--- src/rtl/imm_gen_pipe.sv ---
// imm_gen_pipe
// Registered RV32I/RV64I immediate generator with a 2-entry output FIFO.
// Decodes the immediate, a format tag and an illegal-opcode flag from each
// accepted instruction and carries a sideband tag (normally the PC) with it.
//
// Ports
//   clk, rst          : clock, synchronous active-high reset
//   flush             : synchronous; empties the buffer, drops the offered input
//   in_valid/in_ready : input handshake (in_ready depends on registered state only)
//   in_instr, in_tag  : instruction word and sideband tag
//   out_valid/out_ready : output handshake for the head entry
//   out_imm, out_fmt, out_illegal, out_tag : head entry (all 0 when out_valid=0)
`timescale 1ns/1ps

module imm_gen_pipe #(
    parameter int XLEN  = 32,
    parameter int TAG_W = 32
) (
    input  logic             clk,
    input  logic             rst,
    input  logic             flush,
    input  logic             in_valid,
    output logic             in_ready,
    input  logic [31:0]      in_instr,
    input  logic [TAG_W-1:0] in_tag,
    output logic             out_valid,
    input  logic             out_ready,
    output logic [XLEN-1:0]  out_imm,
    output logic [2:0]       out_fmt,
    output logic             out_illegal,
    output logic [TAG_W-1:0] out_tag
);

    localparam logic [6:0] OP_LUI      = 7'b0110111;
    localparam logic [6:0] OP_AUIPC    = 7'b0010111;
    localparam logic [6:0] OP_JAL      = 7'b1101111;
    localparam logic [6:0] OP_JALR     = 7'b1100111;
    localparam logic [6:0] OP_LOAD     = 7'b0000011;
    localparam logic [6:0] OP_OPIMM    = 7'b0010011;
    localparam logic [6:0] OP_OPIMM32  = 7'b0011011;
    localparam logic [6:0] OP_STORE    = 7'b0100011;
    localparam logic [6:0] OP_BRANCH   = 7'b1100011;
    localparam logic [6:0] OP_SYSTEM   = 7'b1110011;
    localparam logic [6:0] OP_OP       = 7'b0110011;
    localparam logic [6:0] OP_OP32     = 7'b0111011;
    localparam logic [6:0] OP_FENCE    = 7'b0001111;

    typedef enum logic [2:0] {
        FMT_NONE = 3'd0,
        FMT_I    = 3'd1,
        FMT_S    = 3'd2,
        FMT_B    = 3'd3,
        FMT_U    = 3'd4,
        FMT_J    = 3'd5,
        FMT_Z    = 3'd6,
        FMT_ILL  = 3'd7
    } fmt_e;

    typedef struct packed {
        logic [XLEN-1:0]  imm;
        fmt_e             fmt;
        logic             illegal;
        logic [TAG_W-1:0] tag;
    } entry_t;

    // Every immediate is first assembled as a 32-bit value already sign- or
    // zero-extended to 32 bits; widening to XLEN then only needs a cast.
    function automatic logic [XLEN-1:0] sext(input logic [31:0] v);
        return XLEN'($signed(v));
    endfunction

    function automatic logic [XLEN-1:0] zext(input logic [31:0] v);
        return XLEN'(v);
    endfunction

    // ------------------------------------------------------------------
    // Combinational decode of the offered instruction
    // ------------------------------------------------------------------
    entry_t     dec;
    logic [6:0] opcode;
    logic [2:0] funct3;
    logic       is_shift;

    assign opcode   = in_instr[6:0];
    assign funct3   = in_instr[14:12];
    assign is_shift = (funct3 == 3'b001) || (funct3 == 3'b101);

    // NOTE: every field gets a default before the case so no path leaves a
    // variable unassigned, which would otherwise infer a latch.
    always_comb begin
        dec.imm     = '0;
        dec.fmt     = FMT_NONE;
        dec.illegal = 1'b0;
        dec.tag     = in_tag;
        unique case (opcode)
            OP_LUI, OP_AUIPC: begin
                dec.fmt = FMT_U;
                dec.imm = sext({in_instr[31:12], 12'b0});
            end
            OP_JAL: begin
                dec.fmt = FMT_J;
                dec.imm = sext({{11{in_instr[31]}}, in_instr[31], in_instr[19:12],
                                in_instr[20], in_instr[30:21], 1'b0});
            end
            OP_JALR, OP_LOAD: begin
                dec.fmt = FMT_I;
                dec.imm = sext({{20{in_instr[31]}}, in_instr[31:20]});
            end
            OP_OPIMM: begin
                dec.fmt = FMT_I;
                if (!is_shift)
                    dec.imm = sext({{20{in_instr[31]}}, in_instr[31:20]});
                else if (XLEN == 64)
                    dec.imm = zext({26'b0, in_instr[25:20]});
                else
                    dec.imm = zext({27'b0, in_instr[24:20]});
            end
            OP_OPIMM32: begin
                // Word shifts only ever take a 5-bit shamt.
                if (XLEN == 64) begin
                    dec.fmt = FMT_I;
                    if (is_shift)
                        dec.imm = zext({27'b0, in_instr[24:20]});
                    else
                        dec.imm = sext({{20{in_instr[31]}}, in_instr[31:20]});
                end else begin
                    dec.fmt     = FMT_ILL;
                    dec.illegal = 1'b1;
                end
            end
            OP_STORE: begin
                dec.fmt = FMT_S;
                dec.imm = sext({{20{in_instr[31]}}, in_instr[31:25], in_instr[11:7]});
            end
            OP_BRANCH: begin
                dec.fmt = FMT_B;
                dec.imm = sext({{19{in_instr[31]}}, in_instr[31], in_instr[7],
                                in_instr[30:25], in_instr[11:8], 1'b0});
            end
            OP_SYSTEM: begin
                if (funct3[2]) begin
                    dec.fmt = FMT_Z;
                    dec.imm = zext({27'b0, in_instr[19:15]});
                end
            end
            OP_OP, OP_FENCE: begin
                dec.fmt = FMT_NONE;
            end
            OP_OP32: begin
                if (XLEN != 64) begin
                    dec.fmt     = FMT_ILL;
                    dec.illegal = 1'b1;
                end
            end
            default: begin
                dec.fmt     = FMT_ILL;
                dec.illegal = 1'b1;
            end
        endcase
    end

    // ------------------------------------------------------------------
    // 2-entry FIFO
    // ------------------------------------------------------------------
    entry_t     mem [2];
    logic [1:0] count;
    logic       wr_ptr;
    logic       rd_ptr;
    logic       push;
    logic       pop;
    entry_t     head;

    assign in_ready  = (count < 2'd2) && !rst;
    assign out_valid = (count != 2'd0);
    // An input offered during flush is dropped; a pop during flush is moot.
    assign push      = in_valid && in_ready && !flush;
    assign pop       = out_valid && out_ready && !flush;

    // NOTE: sequential state is updated with non-blocking assignments so
    // every register sees the pre-edge value of every other register.
    always_ff @(posedge clk) begin
        if (rst) begin
            count  <= 2'd0;
            wr_ptr <= 1'b0;
            rd_ptr <= 1'b0;
        end else if (flush) begin
            count  <= 2'd0;
            wr_ptr <= 1'b0;
            rd_ptr <= 1'b0;
        end else begin
            if (push) wr_ptr <= ~wr_ptr;
            if (pop)  rd_ptr <= ~rd_ptr;
            count <= count + 2'(push) - 2'(pop);
        end
    end

    // NOTE: the storage array is deliberately not reset; the outputs are
    // masked by out_valid, so stale contents are never observable.
    always_ff @(posedge clk) begin
        if (push) mem[wr_ptr] <= dec;
    end

    assign head        = mem[rd_ptr];
    assign out_imm     = out_valid ? head.imm     : '0;
    assign out_fmt     = out_valid ? head.fmt     : FMT_NONE;
    assign out_illegal = out_valid ? head.illegal : 1'b0;
    assign out_tag     = out_valid ? head.tag     : '0;

endmodule

--- config.mk ---
export PLATFORM = sky130hd
export DESIGN_NAME = imm_gen_pipe
export DESIGN_NICKNAME = d
export VERILOG_FILES = /design/src/rtl/imm_gen_pipe.sv
export SDC_FILE = /design/constraint.sdc
export NUM_CORES = 1
export LEC_CHECK = 0
export BUFFER_PORTS_ARGS = -buffer_cell sky130_fd_sc_hd__buf_2
export CAP_MARGIN = 20
export CORE_AREA = 5 5 116 118
export DETAILED_ROUTE_END_ITERATION = 12
export DIE_AREA = 0 0 121 123
export PLACE_DENSITY = 0.8
export SLEW_MARGIN = 20
export SYNTH_ARGS = -nofsm -noshare
export SYNTH_HDL_FRONTEND = slang
export SYNTH_SLANG_ARGS = --single-unit
--- constraint.sdc ---
create_clock -name clk -period 10.4 [get_ports clk]
set_input_delay 0.52 -clock clk [delete_from_list [all_inputs] [get_ports clk]]
set_output_delay 0.52 -clock clk [all_outputs]
set_load 0.02 [all_outputs]
=== Yosys cells after proc, flatten, opt, wreduce, memory -nomap -nowiden ===
Memories as Yosys holds them, arrays and structs flattened. A register that Yosys moved wholly into a read port is not among the register bits.
Index checks and enable logic that the tools add are counted.

* Register bits: 4
* Bits in latches: 0
* Memory bits (writable): 136
* Bits in read-only memories: 0
* Word-level logic and storage cells: 50
* Memories: 1

* Add/sub/neg operators: 2
* Multipliers: 0
* Divide/modulo/power cells: 0
* $lt $le $gt $ge: 1
* Equality and inequality tests: 13
* Shift operators: 0
* Mux-type cells: 13
* Bitwise logic cells: 2
* Reduce and logical (&&, ||, !) cells: 15

{| class="wikitable"
|+ Memory list
! memory !! words !! bits a word !! read ports !! clocked after Yosys merged registers in !! wr ports !! line !! source
|-
| mem || 2 || 68 || 1 || 1 || 1 || 165 || <nowiki>entry_t mem [2];</nowiki>
|}

{| class="wikitable"
|+ Operators with widths
! cell !! number
|-
| $pmux W32 S7 || 1
|-
| $mux W32 || 3
|-
| $eq A7 B7 Y1 const B || 4
|-
| $eq A7 B6 Y1 const B || 3
|-
| $pmux W3 S7 || 1
|-
| $eq A7 B5 Y1 const B || 2
|-
| $reduce_or A11 Y1 || 1
|-
| $mux W8 || 1
|-
| $reduce_or A2 Y1 || 4
|-
| $eq A7 B2 Y1 const B || 1
|-
| $eq A7 B4 Y1 const B || 1
|-
| $mux W1 || 6
|-
| $logic_and A1 B1 Y1 || 5
|-
| $eq A3 B1 Y1 const B || 1
|-
| $eq A3 B3 Y1 const B || 1
|-
| $mux W3 || 1
|-
| $reduce_or A3 Y1 || 1
|-
| $add A2 B1 Y2 || 1
|-
| $logic_not A1 Y1 || 2
|-
| $lt A2 B2 Y1 const B || 1
|-
| $not A1 Y1 || 2
|-
| $reduce_bool A2 Y1 || 1
|-
| $sub A2 B1 Y2 || 1
|-
| $logic_or A1 B1 Y1 || 1
|}

=== Depth between registers and ports, before layout ===
* Depth after elaboration: 6
* Mapped depth: 10
* Depth with buffers taken out: 10

=== Worst setup path before layout ===
Ideal clock, no wire load.

* Kind: in2reg
* Start: input in_valid
* End: memory mem[0][0] in the netlist's numbering, enable pin
* Setup time: 0.494 ns
* Arrival: 3.660 ns
* Setup slack: 6.245 ns
* Cell stages on the path: 3
* Path buffers: 0
* Path through: nor2b_1 nand2_1 nor2_1

* Cells in the longest elaborated chain, start to end: 4

{| class="wikitable"
|+ Ends and longest elaborated chain
! what !! line !! source
|-
| start: declaration || 22 || <nowiki>input logic in_valid,</nowiki>
|-
| $logic_and A1 B1 Y1 (2 in series) || 176 || <nowiki>assign push = in_valid && in_ready && !flush;</nowiki>
|-
| $mux W1 || 200 || <nowiki>if (push) mem[wr_ptr] <= dec;</nowiki>
|-
| $mux W1 (implied by the code) || 200 ||
|-
| end: declaration || 165 ||
|}

No other way between the ends.

=== Worst setup path in the final report ===
* Start: register count[1]
* End: output out_fmt[2]

* Cells in the longest elaborated chain, start to end: 2

{| class="wikitable"
|+ Ends and longest elaborated chain
! what !! line !! source
|-
| start: declaration || 166 || <nowiki>logic [1:0] count;</nowiki>
|-
| start signal: assignment || 193 || <nowiki>count <= count + 2'(push) - 2'(pop);</nowiki>
|-
| $reduce_bool A2 Y1 || 174 || <nowiki>assign out_valid = (count != 2'd0);</nowiki>
|-
| $mux W3 || 205 || <nowiki>assign out_fmt = out_valid ? head.fmt : FMT_NONE;</nowiki>
|-
| end: declaration || 29 || <nowiki>output logic [2:0] out_fmt,</nowiki>
|}

No other way between the ends.

==> results.cfg <==
[run_status]
run_status = finished, final reports clean

[place]
place.gp.congestion = 0.8781
hpwl_um = 8189
place_ws_ns = 7.777
dp.cells = 699
portBuffers = 138

[routing]
routed-wl-met2_um = 5838
drt-initial-drc-count = 299
drt_first_pass_iters = 5
route.met3.wl_um = 889
wl_um = 12420
viasPerCell = 5.222
highest_layer = met4
drc = 0
wl_per_cell_um = 17.01
met1_length_um = 5522
vias = 3812
final_antenna_net_count = 0

[die]
dieHeight_um = 123
die_x_um = 121
die_area_sq_um = 14880
num_rows = 41
coreArea_sq_um = 12360
pin_count = 139
initial_core_util = 0.4846

[sta]
worst_pin_slew_ns = 0.6686
fmax_ghz = 0.3795
finalSetupViolCount = 0
drv_slew = 0
min_period_ns = 2.635
fin_skew_ns = 0.006873
slew_headroom = 0.5543
setup_tns_ns = 0
grt_setup_unrepaired = no
worst_slack_ns = 7.765
timing.final.crit_share = 0.2534
hold_viol = 0

[critical_path]
crit_fanout = 48
arrival_ns = 2.12
cp_slowest_cell = buf_4
worstSetupPathType = reg2out
path_cells = nor2_4 > buf_4 > nor2_1 > buf_2
crit_required_ns = 9.88
startpoint_type = flop
crit_path_end_kind = output pin
cp_slowest_stage_delay_ns = 0.54

[power_and_ir_drop]
leakage_nw = 3.034
internal_power_mw = 1.081
swShare = 0.1933
powerDensity_nw_per_um2 = 179.1
vdd.ir_drop.worst_mv = 0.1228
pwr-share-comb = 0.052
switching_power_uw = 259.1
seq_power_share = 0.474
p_clk_frac = 0.474

[logic_synthesis]
syn_area_per_cell_sq_um = 14.72
ys_ff_latch = 141
ys_seq_area_frac = 0.6984
synthesis.instances = 407
syn-cell-area_sq_um = 5991
syn-num-nets = 478
synth_warnings = 0
yosysUniqueCellTypes = 45

[global_route]
antenna_found_initial = 0
overflow = 0
grt_start_max_net_pins = 69
grt_pass1_wl_um = 19090
grt_usage = 0.1670
grt_pass1_vias = 3738

[cts]
clkSlewWorstSetupHoldPaths_ns = 0.06
cts_setup_buffers = 0
cts-resized-gates = 0
cts_tree = built
clockBufferDepth = 2
cts_buffers = 17
ctsHoldBuffers = 0
cts_sinks = 141
cts_root_buf = clkbuf_16
clk_latency_ns = 0.40
htree_levels = 4

[final_layout]
layout_commonest_cell = buf_2
finalNonFillerCells = 730
n_antenna_cell = 0
n_fill_cell = 933
drive_gt1_frac = 0.3262
syn_to_final_growth_pct = 24.92
fin_util = 0.6053
mostFrequentLayoutCells = buf_2 (138), edfxtp_1 (136), nor2_1 (74)
regArea_sq_um = 4188
final_net_count = 618
multi_input_area_sq_um = 1675

[worst_hold_path]
hold_class = in2reg

[job]
cap_violations = 0
==> cell usage after synthesis, drive strengths merged <==
cell | number | area share
o21ai | 4 | 0.0033
and2 | 7 | 0.0073
a22oi | 1 | 0.0013
mux2i | 70 | 0.12
nor2b | 4 | 0.0042
o22ai | 1 | 0.0010
clkbuf | 5 | 0.0031
or3 | 1 | 0.0010
nor2 | 77 | 0.049
dfxtp | 5 | 0.017
and4 | 1 | 0.0015
nand4bb | 1 | 0.0046
buf | 16 | 0.015
nor3b | 1 | 0.0013
ha | 2 | 0.0042
a31oi | 1 | 0.0010
a22o | 1 | 0.0015
o32ai | 2 | 0.0042
nor3 | 7 | 0.0075
or3b | 1 | 0.0019
edfxtp | 136 | 0.68
a32oi | 1 | 0.0015
xor2 | 2 | 0.0029
or2 | 1 | 0.0010
a21oi | 2 | 0.0036
and3 | 1 | 0.0010
nand3 | 4 | 0.0033
o21a | 1 | 0.0013
nor4 | 1 | 0.0036
a21boi | 1 | 0.0019
nand4b | 1 | 0.0015
nand2 | 9 | 0.0056
nand3b | 3 | 0.0038
a21o | 20 | 0.025
a222oi | 4 | 0.0067
xnor2 | 2 | 0.0029
inv | 10 | 0.0063
==> cell type report <==
| type | count | area share |
|---|---|---|
| timing repair buffer | 142 | 0.09898 |
| multi-input combinational | 235 | 0.2239 |
| clock buffer | 19 | 0.05785 |
| tap | 172 | 0.02876 |
| clock inverter | 11 | 0.02592 |
| inverter | 10 | 0.005016 |
| sequential | 141 | 0.5596 |
==> cell families (layout without fill, tap and decap cells) <==
| kind of cell | Yosys count | after routing | synth area share |
|---|---|---|---|
| compound gates | 39 | 39 | 0.05222 |
| xor+xnor | 4 | 4 | 0.005849 |
| fa+ha+maj | 2 | 2 | 0.004176 |
| buf+inv | 31 | 182 | 0.02465 |
| flops | 141 | 141 | 0.6984 |
| mux | 70 | 70 | 0.1170 |
| simple gates | 120 | 120 | 0.09775 |
==> power groups by stage <==
stage	registers [mW]	clock network [mW]	logic [mW]
2_1_floorplan	0.647	0	0.0379
3_3_place_gp	0.648	0	0.0666
3_5_place_dp	0.648	0	0.0687
4_1_cts	0.637	0.645	0.0690
5_1_grt	0.637	0.671	0.0755
6_report	0.636	0.635	0.0693
==> path summary, 6_finish.rpt <==
kind	start	to	slack, ns	depth (start not counted)
worst min register to register	rd_ptr	flop	0.57	2
worst max register to register	count[1]	mem[0][19]	8.04	4
worst max-delay path	count[1]	out_fmt[2]	7.76	4
worst min-delay path	in_tag[3]	mem[0][3]	0.31	1
==> layer usage <==
| layer | vias to the layer above | GRT usage |
|---|---|---|
| li1 | 1789 | - |
| met2 | 167 | 0.2615 |
| met4 | 0 | 0.05241 |
| met3 | 14 | 0.05306 |
| met5 | - | 0 |
| met1 | 1842 | 0.2242 |
==> sequential cells by signal, summed over array words and instances (netlist names), named ones only <==
signal and cells:
mem 136, count 2, rd_ptr 1, wr_ptr 1
==> critical path, delay by kind of cell, from the launching register on <==
family | cells | cell delay (ns)
buf+inv | 2 | 0.73
simple gates | 2 | 0.59
flops | 1 | 0.36
==> stage by stage <==
stage	power, mW	area, sq um	hold WS, ns
4_1_cts	1.351	7456	0.2947
6_report	1.340	7483	0.3077
3_3_place_gp	0.7142	6829	0.5451
2_1_floorplan	0.6853	5991	0.5200
5_1_grt	1.383	7483	0.2903
3_5_place_dp	0.7170	6829	0.5551
Note: power is estimated with default switching activity, not from simulation.
